`src/rtl/led_scan_pkg.sv`:
```
// led_scan_pkg: shared types and helpers for the LED column-scan controller.
//   scan_state_t : scan FSM states (IDLE, BLANK, SHOW)
//   max2()       : constant-foldable max, used to size the cycle timer
package led_scan_pkg;

  typedef enum logic [1:0] {
    IDLE  = 2'd0,
    BLANK = 2'd1,
    SHOW  = 2'd2
  } scan_state_t;

  function automatic int max2(input int a, input int b);
    return (a > b) ? a : b;
  endfunction

endpackage

```
`src/rtl/led_scan_controller_cycle_timer.sv`:
```
// cycle_timer: loadable down-counter with a done flag.
//   clk, rst     : clock, synchronous active-high reset (clears the count)
//   load_i       : load load_val_i this edge (takes priority over counting)
//   load_val_i   : phase length minus one
//   done_o       : count has reached zero (last cycle of the loaded phase)
module cycle_timer #(
  parameter int W = 4
) (
  input  logic         clk,
  input  logic         rst,
  input  logic         load_i,
  input  logic [W-1:0] load_val_i,
  output logic         done_o
);

  logic [W-1:0] cnt_q, cnt_d;

  always_comb begin
    cnt_d = cnt_q;
    if (load_i)             cnt_d = load_val_i;
    else if (cnt_q != '0)   cnt_d = cnt_q - W'(1);  // saturate at zero
  end

  always_ff @(posedge clk) begin
    if (rst) cnt_q <= '0;
    else     cnt_q <= cnt_d;
  end

  assign done_o = (cnt_q == '0);

endmodule

```
`src/rtl/led_scan_controller.sv`:
```
// led_scan_controller: column-scan sequencer for an N x N LED array with a
// single-entry pending frame buffer swapped in only at frame boundaries.
//   clk, rst     : clock, synchronous active-high reset
//   enable       : run scanning; low returns to IDLE on the next edge
//   frame_in     : new frame, bit N*j+i is LED (i,j)
//   frame_valid  : frame_in offered (accepted when frame_ready is high)
//   frame_ready  : pending buffer can take a frame
//   cells        : display buffer driven to the LED driver
//   x            : current scan column
//   drv_ena      : driver enable, high only while showing a column
//   frame_start  : one-cycle pulse on the first BLANK cycle of column 0
module led_scan_controller import led_scan_pkg::*; #(
  parameter int N        = 8,
  parameter int PRESCALE = 1000,
  parameter int BLANK    = 2
) (
  input  logic               clk,
  input  logic               rst,
  input  logic               enable,
  input  logic [N*N-1:0]     frame_in,
  input  logic               frame_valid,
  output logic               frame_ready,
  output logic [N*N-1:0]     cells,
  output logic [$clog2(N):0] x,
  output logic               drv_ena,
  output logic               frame_start
);

  localparam int XW = $clog2(N) + 1;
  localparam int TW = $clog2(max2(PRESCALE, BLANK)) + 1;
  localparam logic [TW-1:0] BLANK_LD = TW'(BLANK - 1);
  localparam logic [TW-1:0] SHOW_LD  = TW'(PRESCALE - 1);
  localparam logic [XW-1:0] X_LAST   = XW'(N - 1);

  scan_state_t         state_q, state_d;
  logic [XW-1:0]       x_q, x_d;
  logic                drv_q, drv_d;
  logic                fs_q, fs_d;
  logic [N*N-1:0]      cells_q, cells_d;
  logic [N*N-1:0]      pend_q, pend_d;
  logic                pf_q, pf_d;
  logic                rdy_q, rdy_d;
  logic                tmr_load, tmr_done;
  logic [TW-1:0]       tmr_ld_val;

  cycle_timer #(.W(TW)) u_timer (
    .clk       (clk),
    .rst       (rst),
    .load_i    (tmr_load),
    .load_val_i(tmr_ld_val),
    .done_o    (tmr_done)
  );

  // State register (plus all other registered outputs)
  always_ff @(posedge clk) begin
    if (rst) begin
      state_q <= led_scan_pkg::IDLE;
      x_q     <= '0;
      drv_q   <= 1'b0;
      fs_q    <= 1'b0;
      cells_q <= '0;
      pend_q  <= '0;
      pf_q    <= 1'b0;
      rdy_q   <= 1'b0;
    end else begin
      state_q <= state_d;
      x_q     <= x_d;
      drv_q   <= drv_d;
      fs_q    <= fs_d;
      cells_q <= cells_d;
      pend_q  <= pend_d;
      pf_q    <= pf_d;
      rdy_q   <= rdy_d;
    end
  end

  // Next-state logic
  always_comb begin
    state_d = state_q;
    if (!enable) begin
      state_d = led_scan_pkg::IDLE;
    end else begin
      unique case (state_q)
        led_scan_pkg::IDLE:  state_d = led_scan_pkg::BLANK;
        led_scan_pkg::BLANK: if (tmr_done) state_d = led_scan_pkg::SHOW;
        led_scan_pkg::SHOW:  if (tmr_done) state_d = led_scan_pkg::BLANK;
        default:             state_d = led_scan_pkg::IDLE;
      endcase
    end
  end

  // Output / datapath control; values are those seen in the state being entered
  always_comb begin
    x_d        = x_q;
    fs_d       = 1'b0;
    tmr_load   = 1'b0;
    tmr_ld_val = BLANK_LD;
    drv_d      = (state_d == led_scan_pkg::SHOW);
    if (state_d == led_scan_pkg::IDLE) begin
      x_d = '0;
    end else if (state_q == led_scan_pkg::IDLE) begin
      // scanning restarts at column 0, which is a fresh frame
      x_d      = '0;
      fs_d     = 1'b1;
      tmr_load = 1'b1;
    end else if (state_q == led_scan_pkg::SHOW && state_d == led_scan_pkg::BLANK) begin
      x_d      = (x_q == X_LAST) ? '0 : x_q + XW'(1);
      fs_d     = (x_q == X_LAST);
      tmr_load = 1'b1;
    end else if (state_q == led_scan_pkg::BLANK && state_d == led_scan_pkg::SHOW) begin
      tmr_load   = 1'b1;
      tmr_ld_val = SHOW_LD;
    end
  end

  // Frame buffer: swap on the edge entering frame_start, accept on handshake.
  // frame_ready looks at both old and new pending_full so it stays low through
  // the swap cycle and only reopens the cycle after.
  always_comb begin
    cells_d = cells_q;
    pend_d  = pend_q;
    pf_d    = pf_q;
    if (fs_d && pf_q) begin
      cells_d = pend_q;
      pf_d    = 1'b0;
    end
    if (frame_valid && rdy_q) begin
      pend_d = frame_in;
      pf_d   = 1'b1;
    end
    rdy_d = !pf_d && !pf_q;
  end

  assign frame_ready = rdy_q;
  assign cells       = cells_q;
  assign x           = x_q;
  assign drv_ena     = drv_q;
  assign frame_start = fs_q;

endmodule

```
`config.mk`:
```
export PLATFORM = sky130hd
export DESIGN_NAME = led_scan_controller
export DESIGN_NICKNAME = d
export VERILOG_FILES = /design/src/rtl/led_scan_pkg.sv /design/src/rtl/led_scan_controller_cycle_timer.sv /design/src/rtl/led_scan_controller.sv
export SDC_FILE = /design/constraint.sdc
export NUM_CORES = 1
export LEC_CHECK = 0
export ABC_AREA = 1
export ABC_CLOCK_PERIOD_IN_PS = 5250
export CORE_MARGIN = 2
export CORE_UTILIZATION = 45
export DETAILED_ROUTE_END_ITERATION = 10
export PLACE_DENSITY = 0.71
export SLEW_MARGIN = 20
export SYNTH_ARGS = -nofsm -noshare
export SYNTH_HDL_FRONTEND = slang
export SYNTH_SLANG_ARGS = --single-unit
```
`constraint.sdc`:
```
create_clock -name clk -period 5.25 [get_ports clk]
set_input_delay 1.05 -clock clk [delete_from_list [all_inputs] [get_ports clk]]
set_output_delay 1.05 -clock clk [all_outputs]
set_load 0.005 [all_outputs]
```
# Yosys cells after proc, flatten, opt, wreduce, memory -nomap -nowiden
# Cells that the tools add are included.
# totals
reg_bits	149
input_bits	68
output_inout_bits	71
word_cells	49
# op_classes
muxes	20
reduce_logical	13
n_eq_ne	5
n_addsub	2
# op_table
operator	n
$mux W10	4
$mux W11	2
$logic_not A11 Y1	1
$reduce_bool A11 Y1	1
$sub A11 B1 Y11 const B	1
$mux W1	9
$mux W2	3
$pmux W2 S3	1
$logic_and A1 B1 Y1	5
$add A4 B1 Y4 const B	1
$eq A2 B1 Y1 const B	2
$eq A2 B2 Y1 const B	2
$eq A4 B3 Y1 const B	1
$logic_not A2 Y1	2
$mux W4	1
$reduce_or A3 Y1	1
$logic_not A1 Y1	2
$reduce_bool A2 Y1	1

# Logic depth before layout (Yosys ltp)
# Gate-level depths: netlist of run 1.
# depth
word_depth	14
mapped_depth	14

# Modules after synthesis
# From an unflattened synthesis of run 1, not the netlist that was laid out.
# hier_totals
cells_unflattened	941
hier_area_um2	6500.0
# modules_own_cells
mod	area_each_um2	cells_per_inst	instances
led_scan_controller	5760.5	824	1
cycle_timer	739.5	117	1

# Worst setup path before layout of run 1
# No wires, ideal clock.
# synth_timing
kind	input -> register
start	input enable
end	register cells_q[0], in the netlist cells[0]
arrival_ps	2147
setup_time_ps	110
required_ps	5140
setup_slack_ps	2993
cell_stages	7
path_cell_list	inv_1 > a21oi_2 > clkbuf_1 > buf_1 > nand4_1 > nand2_1 > nor2_1
# synth_between
elab_chain_len	7
# synth_lines
element	line	source
from (decl)	led_scan_controller.sv:19	input logic enable,
$mux W2 *	led_scan_controller.sv:80	if (!enable) begin
$eq A2 B1 Y1	led_scan_controller.sv:106	end else if (state_q == led_scan_pkg::SHOW && state_d == led_scan_pkg::BLANK) begin
$logic_and A1 B1 Y1	led_scan_controller.sv:106	
$mux W1	led_scan_controller.sv:106	
$mux W1	led_scan_controller.sv:101	end else if (state_q == led_scan_pkg::IDLE) begin
$mux W1 *	led_scan_controller.sv:99	if (state_d == led_scan_pkg::IDLE) begin
$logic_and A1 B1 Y1 *	led_scan_controller.sv:123	if (fs_d && pf_q) begin
to (signal assigned)	led_scan_controller.sv:70	cells_q <= cells_d;
to (decl)	led_scan_controller.sv:39	logic [N*N-1:0] cells_q, cells_d;
# Mark *: on every way between the ends. The rest lies on a longest branch, timed or not.
# A chain may end at the register's enable or synchronous reset.

# Final worst setup path of run 1
# layout_timing
start	input enable
end	register cells_q[7], in the netlist cells[7]
# Same word-level chain as after synthesis.

==> results of run 1 <==
critical path, stage by stage:
cell	delay (ns)
clkdlybuf4s50_1	0.56
nand4_2	0.19
o21bai_4	0.69
nand3_4	0.83
nand2_1	0.23
inv_1	0.06
nor2_1	0.13
final cells by class:
type	count	share of cell area, %
timing repair buffer	144	16.9
sequential	149	35.3
tap	180	2.66
multi-input combinational	496	27.9
clock inverter	9	2.04
clock buffer	23	5.65
inverter	216	9.60
state kept, by name, summed over array words and instances, names as in the netlist:
| register | flops |
|---|---|
| cells | 64 |
| drv_ena | 1 |
| frame_ready | 1 |
| frame_start | 1 |
| pend_q | 64 |
| pf_q | 1 |
| state_q | 2 |
| u_timer.cnt_q | 11 |
| x | 4 |
synthesized netlist by cell type:
cell type,count
nand3_1,13
buf_2,10
xnor2_1,1
clkbuf_1,36
nor3_1,4
clkinv_1,1
nand4_2,1
inv_1,213
and3_1,1
nand4_1,66
dfxtp_1,149
xor2_1,5
buf_4,4
o21bai_4,1
ha_1,2
buf_1,7
nand3_4,1
o21ai_0,69
a21oi_2,1
nand2_1,169
nor2_1,86
nor2_4,2
inv_2,2
a21oi_1,74
routing by layer:
metal / track usage, % / vias to the layer above
li1: - / 3031
met1: 25.9 / 2512
met2: 31.6 / 168
met3: 5.49 / 21
met4: 7.95 / 0
met5: 0 / -
cells by family (layout without fill, tap and decap cells):
logic type,after synthesis,count (layout)
simple gates,343,343
buf+inv,273,392
flops,149,149
compound gates,145,145
xor+xnor,6,6
fa+ha+maj,2,2
stage by stage:
stage	instances	area, µm²	utilization [%]	hold slack (ns)
CTS	1217	8450	61.1	0.453
finish	1217	8460	61.2	0.452
global route	1217	8460	61.2	0.468
global placement	1185	7800	56.4	0.439
detailed placement	1185	7800	56.4	0.445
floorplan	918	6370	-	0.430
final timing paths:
check / cells after the start / to / from / slack [ns]
setup reg to reg: 12 / cells[7]$_SDFFE_PP0P_ / u_timer.cnt_q[0]$_SDFFE_PP0P_ / 1.93
hold / removal: 2 / pend_q[0]$_SDFFE_PP0P_ / pend_q[0]$_SDFFE_PP0P_ / 0.45
hold reg to reg: 2 / pend_q[0]$_SDFFE_PP0P_ / pend_q[0]$_SDFFE_PP0P_ / 0.45
setup / recovery: 7 / cells[7]$_SDFFE_PP0P_ / enable / 1.80
report_power, final:
part | switching, mW | total (mW) | internal (mW)
clock network | 0.453 | 1.33 | 0.879
registers | 0.0465 | 1.27 | 1.22
logic | 0.382 | 0.639 | 0.256
total | 0.882 | 3.24 | 2.36
==> out/results.txt, run 1 <==
Detailed routing inserted a total of 5732 vias. The area of the multi-input gates is 2360 µm², and the minimum period implied by the final worst setup slack is 3.45 ns. The maximum frequency from static timing analysis is 290 MHz. For the peak ir drop on the vdd network, the log shows 226 µV.

Dividing the detail-routed wire length by the instance count gives 12.3 µm. After Yosys synthesis, and, or, nand and nor cells account for 23.8% of the synthesized area. Of the available clock period, the critical path in the final layout requires 65.8%. The initial antenna violation count was 0; the number of rows created at floorplan was 43. Along the worst path, the maximum fanout reaches 64. Cell accounting for the most synthesized area: dfxtp_1. Yosys mapped the design onto 24 distinct sky130hd cell types.

After clock tree synthesis, the clock-pin slew on the worst setup and hold paths is 0.06 ns. The synthesized design devotes to its leading area cell type 46.8% of total area. The run gives 1.80 ns as the post-route worst setup slack.

The amount of wire on met3 after detailed routing was 981 µm; the detailed-router iteration count before antenna repair was 4. After routing, the total negative slack on setup checks comes to 0 ns. The number of diodes added for antenna fixing is 0.

Setup repair after global routing left no endpoint under its margin. Entering global routing, the biggest net connects 131 pins. The height of the die is 123 µm, and the number of filler instances in the final layout is 1274. The run gives 5.59 ns as the data required time of the worst path. Detailed placement ended at an HPWL of 9020 µm.

The run gives 15100 µm² as the die footprint. The run finished with clean final reports. The first global-routing pass estimated 23900 µm of wire.

The final layout contains routed wiring with a total length of 15000 µm. Max-cap violations in this run came to 0. The sequential cells in the finished layout cover a total of 2980 µm². Summing the areas of all compound-gate instances in the mapped netlist gives 11.7% of the synthesized area.

The horizontal extent of the die was 123 µm. The tools report the root buffer cell as clkbuf_16. The number of hold-repair buffers added at the cts stage was 0. Setup fix buffers added after clock tree synthesis: 0.

Multiplexer cells account for 0% of the synthesized area. The clock arrives with 0.00637 ns of skew. Class of the most critical setup path: in -> reg. After the last flow step, the layout net total stands at 1094.

In this run, synthesis produced a sequential element count of 149. The post-cts sizing count came out at 0. The tools report the sum of internal, switching and leakage power as 3.24 mW. The count of endpoints failing hold in the final timing report came out at 0. The fraction of layout cells with a size suffix above 1 is 4.44%, and the worst slack at placement is 1.40 ns. The commonest non-fill, non-tap cell in the layout is inv_1. The run gives 0 as the total number of yosys warnings. Leaving out fill and tap cells, the most frequent cells in the layout are 213 x inv_1, 168 x nand2_1, 148 x dfxtp_1.

The number of max-slew violations in the final report is 0. The endpoint class of the critical path was a register. Routability-driven placement finished with a final weighted congestion of 0.830.

In this run the tightest slew margin relative to its limit is 42.8%. CTS saw 149 sinks. The area share of fa/ha/maj cells after synthesis was 0.393%. The logs give 5071 for the number of global-route vias before repair and 4 for the CTS H-tree depth. The post-synthesis sequential area ratio was 46.8%.

The starting density of the core came out at 46.1%. Summed over all cells, the static leakage comes to 3.64 nW. The tools report the total setup violations reported at the end of the flow as 0.

The wire length the detailed router placed on met1 is 7040 µm. The core region is 13800 µm². Counting the buffers created by CTS gives 17. After Yosys synthesis, XOR and XNOR cells account for 0.825% of the synthesized area. The actual slew at the worst max-slew pin is 0.858 ns. TritonCTS built the clock tree. After the first detailed-routing iteration, the DRC count stood at 393.

The tools report the area of the mapped netlist as 6370 µm². The total overflow left after global routing is 0. Number of buffer cells added on primary ports: 138. Top routing layer in use: met4.

Wire length on met2: 6740 µm. The area growth from synthesis to layout is 32.8%. The via-per-instance ratio came out at 4.71. 139 I/O pins were placed. Counting every net in the synthesized netlist gives 988.

The worst setup path is launched from an input pin. For the remaining antenna violation count after routing, the log shows 0. In this run the mean area of a mapped cell was 6.94 µm².

The cell count after synthesis is 918, and the worst path arrival time is 3.80 ns. The clock reaches the later pin of the worst-skew pair after 0.41 ns. The clock tree buffer depth is 2, and the total DRC errors in the routed layout is 0.

The path type of the worst min-delay path was reg -> reg. The run gives 20.0% as the combined global-route utilization of all metal layers. The power density normalized to cell area is 383 nW/µm². Dominant combinational cell family by area after synthesis: simple AND/OR/NAND/NOR gates. Yosys attributes the largest share of cell area to dfxtp_1 47%, inv_1 13%, nand2_1 10%, nand4_1 6.5%, a21oi_1 5.8%.
No activity file was read; power rests on OpenSTA's default activity.
==> run 2: changes to the inputs <==
--- a/config.mk
+++ b/config.mk
@@ -6,7 +6,7 @@
 export NUM_CORES = 1
 export LEC_CHECK = 0
 export ABC_AREA = 1
-export ABC_CLOCK_PERIOD_IN_PS = 5250
+export ABC_CLOCK_PERIOD_IN_PS = 3550
 export CORE_MARGIN = 2
 export CORE_UTILIZATION = 45
 export DETAILED_ROUTE_END_ITERATION = 10
==> constraint.sdc (replaced) <==
create_clock -name clk -period 3.55 [get_ports clk]
set_input_delay 0.71 -clock clk [delete_from_list [all_inputs] [get_ports clk]]
set_output_delay 0.71 -clock clk [all_outputs]
set_load 0.005 [all_outputs]
==> out/results.txt, run 2 (same netlist as run 1, synthesis figures left out) <==
In the final layout, the share of cells above drive strength 1 is 4.14%. The tools report the number of hold-repair buffers added at the cts stage as 0. The tools report the first-pass GRT wire length as 24000 µm.

The switching part of the total was 28.8%. The core region is 13800 µm². Prior to clock tree synthesis, the placed netlist has a worst setup slack of 0.740 ns.

The actual slew at the worst max-slew pin came out at 0.777 ns. Global routing used 20.2% of the available tracks. The power density normalized to cell area works out to 531 nW/µm².

The detailed-router iteration count before antenna repair came out at 5. At the end of routability-driven placement, the weighted congestion stood at 0.817. TritonCTS built the clock tree. In the routed layout, each cell is associated on average with a via count of 4.72.

Entering global routing, the biggest net connects 131 pins. The die covers 15100 µm². The wire length per cell after detailed routing came out at 12.1 µm. The total setup violations reported at the end of the flow was 0; the total net switching power was 1.28 mW. Of the total power, combinational logic draws 21.1%. For this configuration, the core starts out at a cell density of 46.1%. The run gives 5164 as the number of global-route vias before repair.

Once the clock tree was built, the setup fixing pass inserted 0 buffers. The remaining antenna violation count after routing was 0. The H-tree was split into 4 levels. For this design the static power due to leakage is 3.58 nW.

The sum of negative setup slack is 0 ns. The wire length the detailed router placed on met1 was 6780 µm; the proportion of power drawn by flip-flops and latches was 42.4%. The worst setup path is captured at a register.

The flow ran to the end, and the final reports show no timing, DRC or antenna violations. Setup repair after global routing left no endpoint under its margin. The tools report the total DRC errors in the routed layout as 0. The slowest stage of the critical path belongs to the cell buf_4. The largest fanout of any net on the critical path came out at 67.

Clock tree synthesis selected as its root buffer the cell clkbuf_16. The worst clock skew on the final layout was 0.00856 ns; the delay contributed by the slowest stage of the critical path was 0.57 ns. The number of filler instances in the final layout is 1306. Clock tree synthesis inserted a total of 17 buffers. The run gives 0 as the post-cts sizing count.

Max-cap violations in this run came to 0. The tools report the latest clock arrival within the worst-skew pair as 0.42 ns. The worst-case IR drop observed on VDD is 318 µV. The height of the die is 123 µm. The initial antenna violation count is 0. Summed over all nets, wire length on met3 after detailed routing comes to 1030 µm. The total overflow left after global routing is 0.

Across all setup checks in the final design, the least slack found is 0.950 ns. In this run the tightest slew margin relative to its limit is 48.2%. Leaving out fill and tap cells, the most frequent cell in the layout is inv_1. Data arrives at the worst endpoint at 2.91 ns. The critical path goes through inv_1 > ha_1 > nand2_1 > nor2_1 > nand2_1 > nor2_4 > nand4_2 > o21bai_4 > buf_4 > nand2_1 > nand2_1 > nand2_1 > nand2_1 > inv_1. Counting stages on the worst path, the most repeated cell is nand2_1. The routed design could run at a clock period as short as 2.60 ns. The tools report the starting DRC count in detailed routing as 404. The maximum frequency from static timing analysis was 385 MHz; the share of the clock period used by the worst path after layout was 73.3%. The clock transition time at the flip-flop clock pins of the worst setup and hold paths works out to 0.05 ns. By startpoint and endpoint, the worst setup path is classified as reg -> reg. The tools report the data required time of the worst path as 3.86 ns.

The wire length on met2 was 6790 µm. The tree built by TritonCTS fans out to 149 sinks. In the layout the commonest cells are 213 x inv_1, 168 x nand2_1, 148 x dfxtp_1. The HPWL after detailed placement is 8970 µm.

The repair_antennas step left the layout with diodes totalling 0. In this run the core area contains 43 standard-cell rows. Relative to the synthesized area, the layout overhead comes to 31.1%.

In this run the count of I/O pins placed on the die edge is 139. The number of buffer cells added on primary ports was 138. The tools report the final layout net count as 1096.

The internal power of the cells totals 3.15 mW. The longest clock path from root to sink contains 2 buffers. The via count of the routed design came out at 5755.

The tools report the count of endpoints failing hold in the final timing report as 0. Signal routing reaches up to met4. The final routed wirelength across all metal layers is 14800 µm. In this run the horizontal extent of the chip is 123 µm. STA classifies the critical path startpoint as a register. The tightest min-delay check is of the reg -> reg type. The clock network is responsible for 36.5% of the overall power. For the number of max-slew violations in the final report, the log shows 0.
run 2: cell types whose count changed in the layout (fill, tap and decap cells not counted), sizes merged:
cell | before | now
clkinv | 4 | 3
bufinv | 5 | 0
clkbuf | 23 | 29
buf | 6 | 8
run 2: layout make-up:
| class | count | area (µm²) | area share (%) |
|---|---|---|---|
| clock buffer | 29 | 510 | 6.11 |
| clock inverter | 3 | 17.5 | 0.210 |
| inverter | 216 | 812 | 9.73 |
| multi-input combinational | 496 | 2360 | 28.2 |
| sequential | 149 | 2980 | 35.7 |
| tap | 180 | 225 | 2.70 |
| timing repair buffer | 146 | 1440 | 17.3 |
run 2: final timing paths:
kind | startpoint | end | slack (ns) | cells after the start
worst max-delay path | u_timer.cnt_q[0]$_SDFFE_PP0P_ | pf_q$_SDFF_PP0_ | 0.95 | 14
worst min-delay path | pend_q[60]$_SDFFE_PP0P_ | pend_q[60]$_SDFFE_PP0P_ | 0.45 | 2
worst max register to register | u_timer.cnt_q[0]$_SDFFE_PP0P_ | pf_q$_SDFF_PP0_ | 0.95 | 14
worst min register to register | pend_q[60]$_SDFFE_PP0P_ | pend_q[60]$_SDFFE_PP0P_ | 0.45 | 2
run 2: worst max-delay path, delay by kind of cell (launching register included):
family,cells,cell delay (ns)
AND/OR/NAND/NOR,9,0.96
buffers and inverters,3,0.72
adder cells (fa/ha/maj),1,0.25
AO/OA/AOI/OAI,1,0.18
flip-flops,1,0.30
run 2: per-stage QoR:
stage	util, %	power [mW]	instances	area (µm²)	hold slack [ns]
5_1_grt	60.4	4.69	1219	8350	0.465
4_1_cts	60.3	4.47	1219	8340	0.453
3_5_place_dp	56.5	2.84	1187	7810	0.444
2_1_floorplan	-	2.56	918	6370	0.430
6_report	60.4	4.43	1219	8350	0.451
3_3_place_gp	56.5	2.83	1187	7810	0.438
run 2: layer usage:
| metal | vias up | global-route usage [%] |
|---|---|---|
| met3 | 15 | 6.23 |
| met4 | 0 | 6.32 |
| met5 | - | 0 |
| li1 | 3034 | - |
| met2 | 174 | 33.0 |
| met1 | 2532 | 25.6 |
run 2: power groups by stage:
stage | clock network, mW | registers [mW] | logic, mW
3_5_place_dp | 0 | 1.91 | 0.930
3_3_place_gp | 0 | 1.91 | 0.917
2_1_floorplan | 0 | 1.90 | 0.659
6_report | 1.62 | 1.88 | 0.936
4_1_cts | 1.65 | 1.88 | 0.939
5_1_grt | 1.73 | 1.89 | 1.06
==> run 3: changes to the inputs <==
--- a/config.mk
+++ b/config.mk
@@ -6,7 +6,7 @@
 export NUM_CORES = 1
 export LEC_CHECK = 0
 export ABC_AREA = 1
-export ABC_CLOCK_PERIOD_IN_PS = 3550
+export ABC_CLOCK_PERIOD_IN_PS = 2600
 export CORE_MARGIN = 2
 export CORE_UTILIZATION = 45
 export DETAILED_ROUTE_END_ITERATION = 10
==> constraint.sdc (replaced) <==
create_clock -name clk -period 2.6 [get_ports clk]
set_input_delay 0.52 -clock clk [delete_from_list [all_inputs] [get_ports clk]]
set_output_delay 0.52 -clock clk [all_outputs]
set_load 0.005 [all_outputs]
==> out/results.txt, run 3 (same netlist as run 1, synthesis figures left out) <==
The boundary pin count came out at 139. TritonCTS built the clock tree. At the worst endpoint, the required time is 2.92 ns. In this run the power spent charging and discharging nets is 1.84 mW.

Timing would allow up to 444 MHz. Global routing finished with a remaining overflow of 0. Counting tap cells, the placed design contains a total of 1193 instances. From left edge to right edge, the die measures 123 µm. The worst setup path is captured at a register.

The sum of negative setup slack came out at 0 ns. Row generation in the floorplan step produced 43 rows. In the global route stage, overall resource usage came out at 20.6%.

The largest individual stage delay along the critical path comes from the cell buf_4. The final layout net count was 1102; the via-per-instance ratio was 4.65. Clock skew on the completed layout was measured at 0.00629 ns.

Hold repair after CTS inserted 0 buffers. By instance count, the cell type seen most on the critical path is nand2_1. The wire length per cell after detailed routing was 12.3 µm; the clock sink total was 149.

Clock share of power: 41.1%. The worst path needs 2.25 ns of the cycle, external delays included. The tools report the start point of the worst hold path as pend_q[16]$_SDFFE_PP0P_. The first-pass GRT wire length was 24600 µm; the actual slew at the worst max-slew pin was 0.660 ns.

The delay contributed by the slowest stage of the critical path works out to 0.32 ns. Internal power comes to 4.77 mW. The number of cells on the worst hold path was 2.

The tools report the detailed placer's ending HPWL as 9310 µm. The final routed wirelength across all metal layers is 15000 µm. The tools report the root buffer cell as clkbuf_16. The startpoint identified for the worst register-to-register timing path is u_timer.cnt_q[0]$_SDFFE_PP0P_. The clock tree buffer depth was 2; the number of buffer cells added on primary ports was 138.

The share of total power dissipated in combinational logic is 19.9%. For hold timing, the worst endpoint is pend_q[16]$_SDFFE_PP0P_. The repair_antennas step left the layout with diodes totalling 0.

In this run switching power makes up 27.8% of total power. The tools report the number of global-route vias before repair as 5159. Leaving out fill and tap cells, the most frequent cells in the layout are 213 x inv_1, 168 x nand2_1, 148 x dfxtp_1. Setup violations remaining at the end of the flow were counted as 0. The post-route worst setup slack came out at 0.347 ns. In this run, CTS created clock tree buffers numbering 17. The critical path is of the reg -> reg type. Leaving out fill and tap cells, the most frequent cell in the layout is inv_1.

The die covers 15100 µm². The leakage component of the power was 3.70 nW; the proportion of power drawn by flip-flops and latches was 39.0%. After detailed routing, the number of remaining DRC violations is 0. The tools report the peak ir drop on the vdd network as 411 µV. Excluding fillers, the count of instances in the completed layout stands at 1225. Capturing point of the worst reg2reg path: pf_q$_SDFF_PP0_. The H-tree was split into 4 levels.

The flow ran to the end, and the final reports show no timing, DRC or antenna violations. From bottom edge to top edge, the die measures 123 µm. Entering global routing, the biggest net connects 90 pins. Summing internal, switching and leakage power gives 6.60 mW. The post-cts sizing count came out at 0. The last weighted congestion value of the routability-driven placer is 0.841, and the worst slack at placement is 0.327 ns. In this run the remaining antenna-violating nets after routing total 0. The tools report the nature of the critical path startpoint as a register. Worst path arrival time: 2.57 ns. The initial antenna violation count came out at 0.

Across all layers, the routed design uses 5693 vias. After the first detailed-routing iteration, the DRC count stood at 416. The reg2reg setup slack was 0.35 ns; the standard cell core area was 13800 µm². The count of endpoints failing hold in the final timing report came out at 0. The logs give 4 for the detailed-router iteration count before antenna repair and 46.1% for the starting density of the core.

Measured in cells, the most critical reg-to-reg path has a length of 14. The tools report the number of max-slew violations in the final report as 0. The worst hold path belongs to the class reg -> reg. In this run the worst path has a maximum fanout of 27. The critical path goes through inv_1 > ha_1 > nand2_1 > nor2_1 > nand2_1 > nor2_4 > nand4_2 > o21bai_4 > buf_4 > nand2_1 > nand2_1 > nand2_1 > nand2_1 > inv_1. After clock tree synthesis, the clock-pin slew on the worst setup and hold paths is 0.06 ns.

Cells with a size suffix above 1 make up 5.45% of the layout. Once the clock tree was built, the setup fixing pass inserted 0 buffers. Max-cap violations in this run came to 0.

Setup repair after global routing left no endpoint under its margin. The area growth from synthesis to layout was 34.8%; the headroom to the max-slew limit was 56.0%. Share of the clock period used by the worst path after layout: 86.6%.

Power spread over the standard cell area amounts to 769 nW/µm². The later pin in the worst-skew pair is clocked with a latency of 0.42 ns. Hold is met by 0.452 ns.
[run 3: cell count changes in the layout (fill, tap and decap cells not counted), moves of 2 or more]
cell	change
clkbuf_1	-8
buf_12	+6
clkinvlp_4	+3
bufinv_16	+5
clkbuf_8	-2
[run 3: final cells by class]
cell class,instances,area [µm²]
Clock buffer,19,453
Clock inverter,13,204
Fill cell,1263,5240
Inverter,216,812
Multi-Input combinational cell,496,2350
Sequential cell,149,2980
Tap cell,180,225
Timing Repair Buffer,152,1560
[run 3: critical path, delay by kind of cell (launching register included)]
kind	cells	cell delay (ns)
DFF	1	0.29
adders and majority gates	1	0.24
and+or+nand+nor	9	0.91
buffers and inverters	3	0.47
AOI/OAI and AO/OA	1	0.23
[run 3: power by group through the flow]
stage / combinational (mW) / sequential, mW / clock [mW]
finish: 1.32 / 2.57 / 2.71
global route: 1.51 / 2.59 / 2.86
CTS: 1.33 / 2.57 / 2.75
detailed placement: 1.31 / 2.62 / 0
global placement: 1.30 / 2.62 / 0
floorplan: 0.899 / 2.60 / 0
[run 3: layer usage]
layer / vias up / global-route usage, % / part of all wire (%)
li1: 3040 / - / -
met1: 2511 / 27.6 / 48
met2: 129 / 32.1 / 45
met3: 13 / 5.67 / 5.8
met4: 0 / 6.68 / 1.3
met5: - / 0 / 0
[run 3: per-stage QoR]
| stage | cell area [µm²] | util, % |
|---|---|---|
| 3_5_place_dp | 7930 | 57.4 |
| 2_1_floorplan | 6370 | - |
| 6_report | 8590 | 62.1 |
| 4_1_cts | 8590 | 62.1 |
| 3_3_place_gp | 7930 | 57.4 |
| 5_1_grt | 8590 | 62.1 |
[run 3: worst max path at each step]
stage                                             start               endpoint  slack (ns)  cells past startpoint
after detailed placement                         enable        pf_q$_SDFF_PP0_        0.33                      9
after floorplan           u_timer.cnt_q[0]$_SDFFE_PP0P_  cells[0]$_SDFFE_PP0P_        0.73                     13
after global placement                           enable        pf_q$_SDFF_PP0_        0.35                      9
after global routing      u_timer.cnt_q[0]$_SDFFE_PP0P_        pf_q$_SDFF_PP0_        0.09                     14
final                     u_timer.cnt_q[0]$_SDFFE_PP0P_        pf_q$_SDFF_PP0_        0.35                     14
after CTS                 u_timer.cnt_q[0]$_SDFFE_PP0P_        pf_q$_SDFF_PP0_        0.37                     14
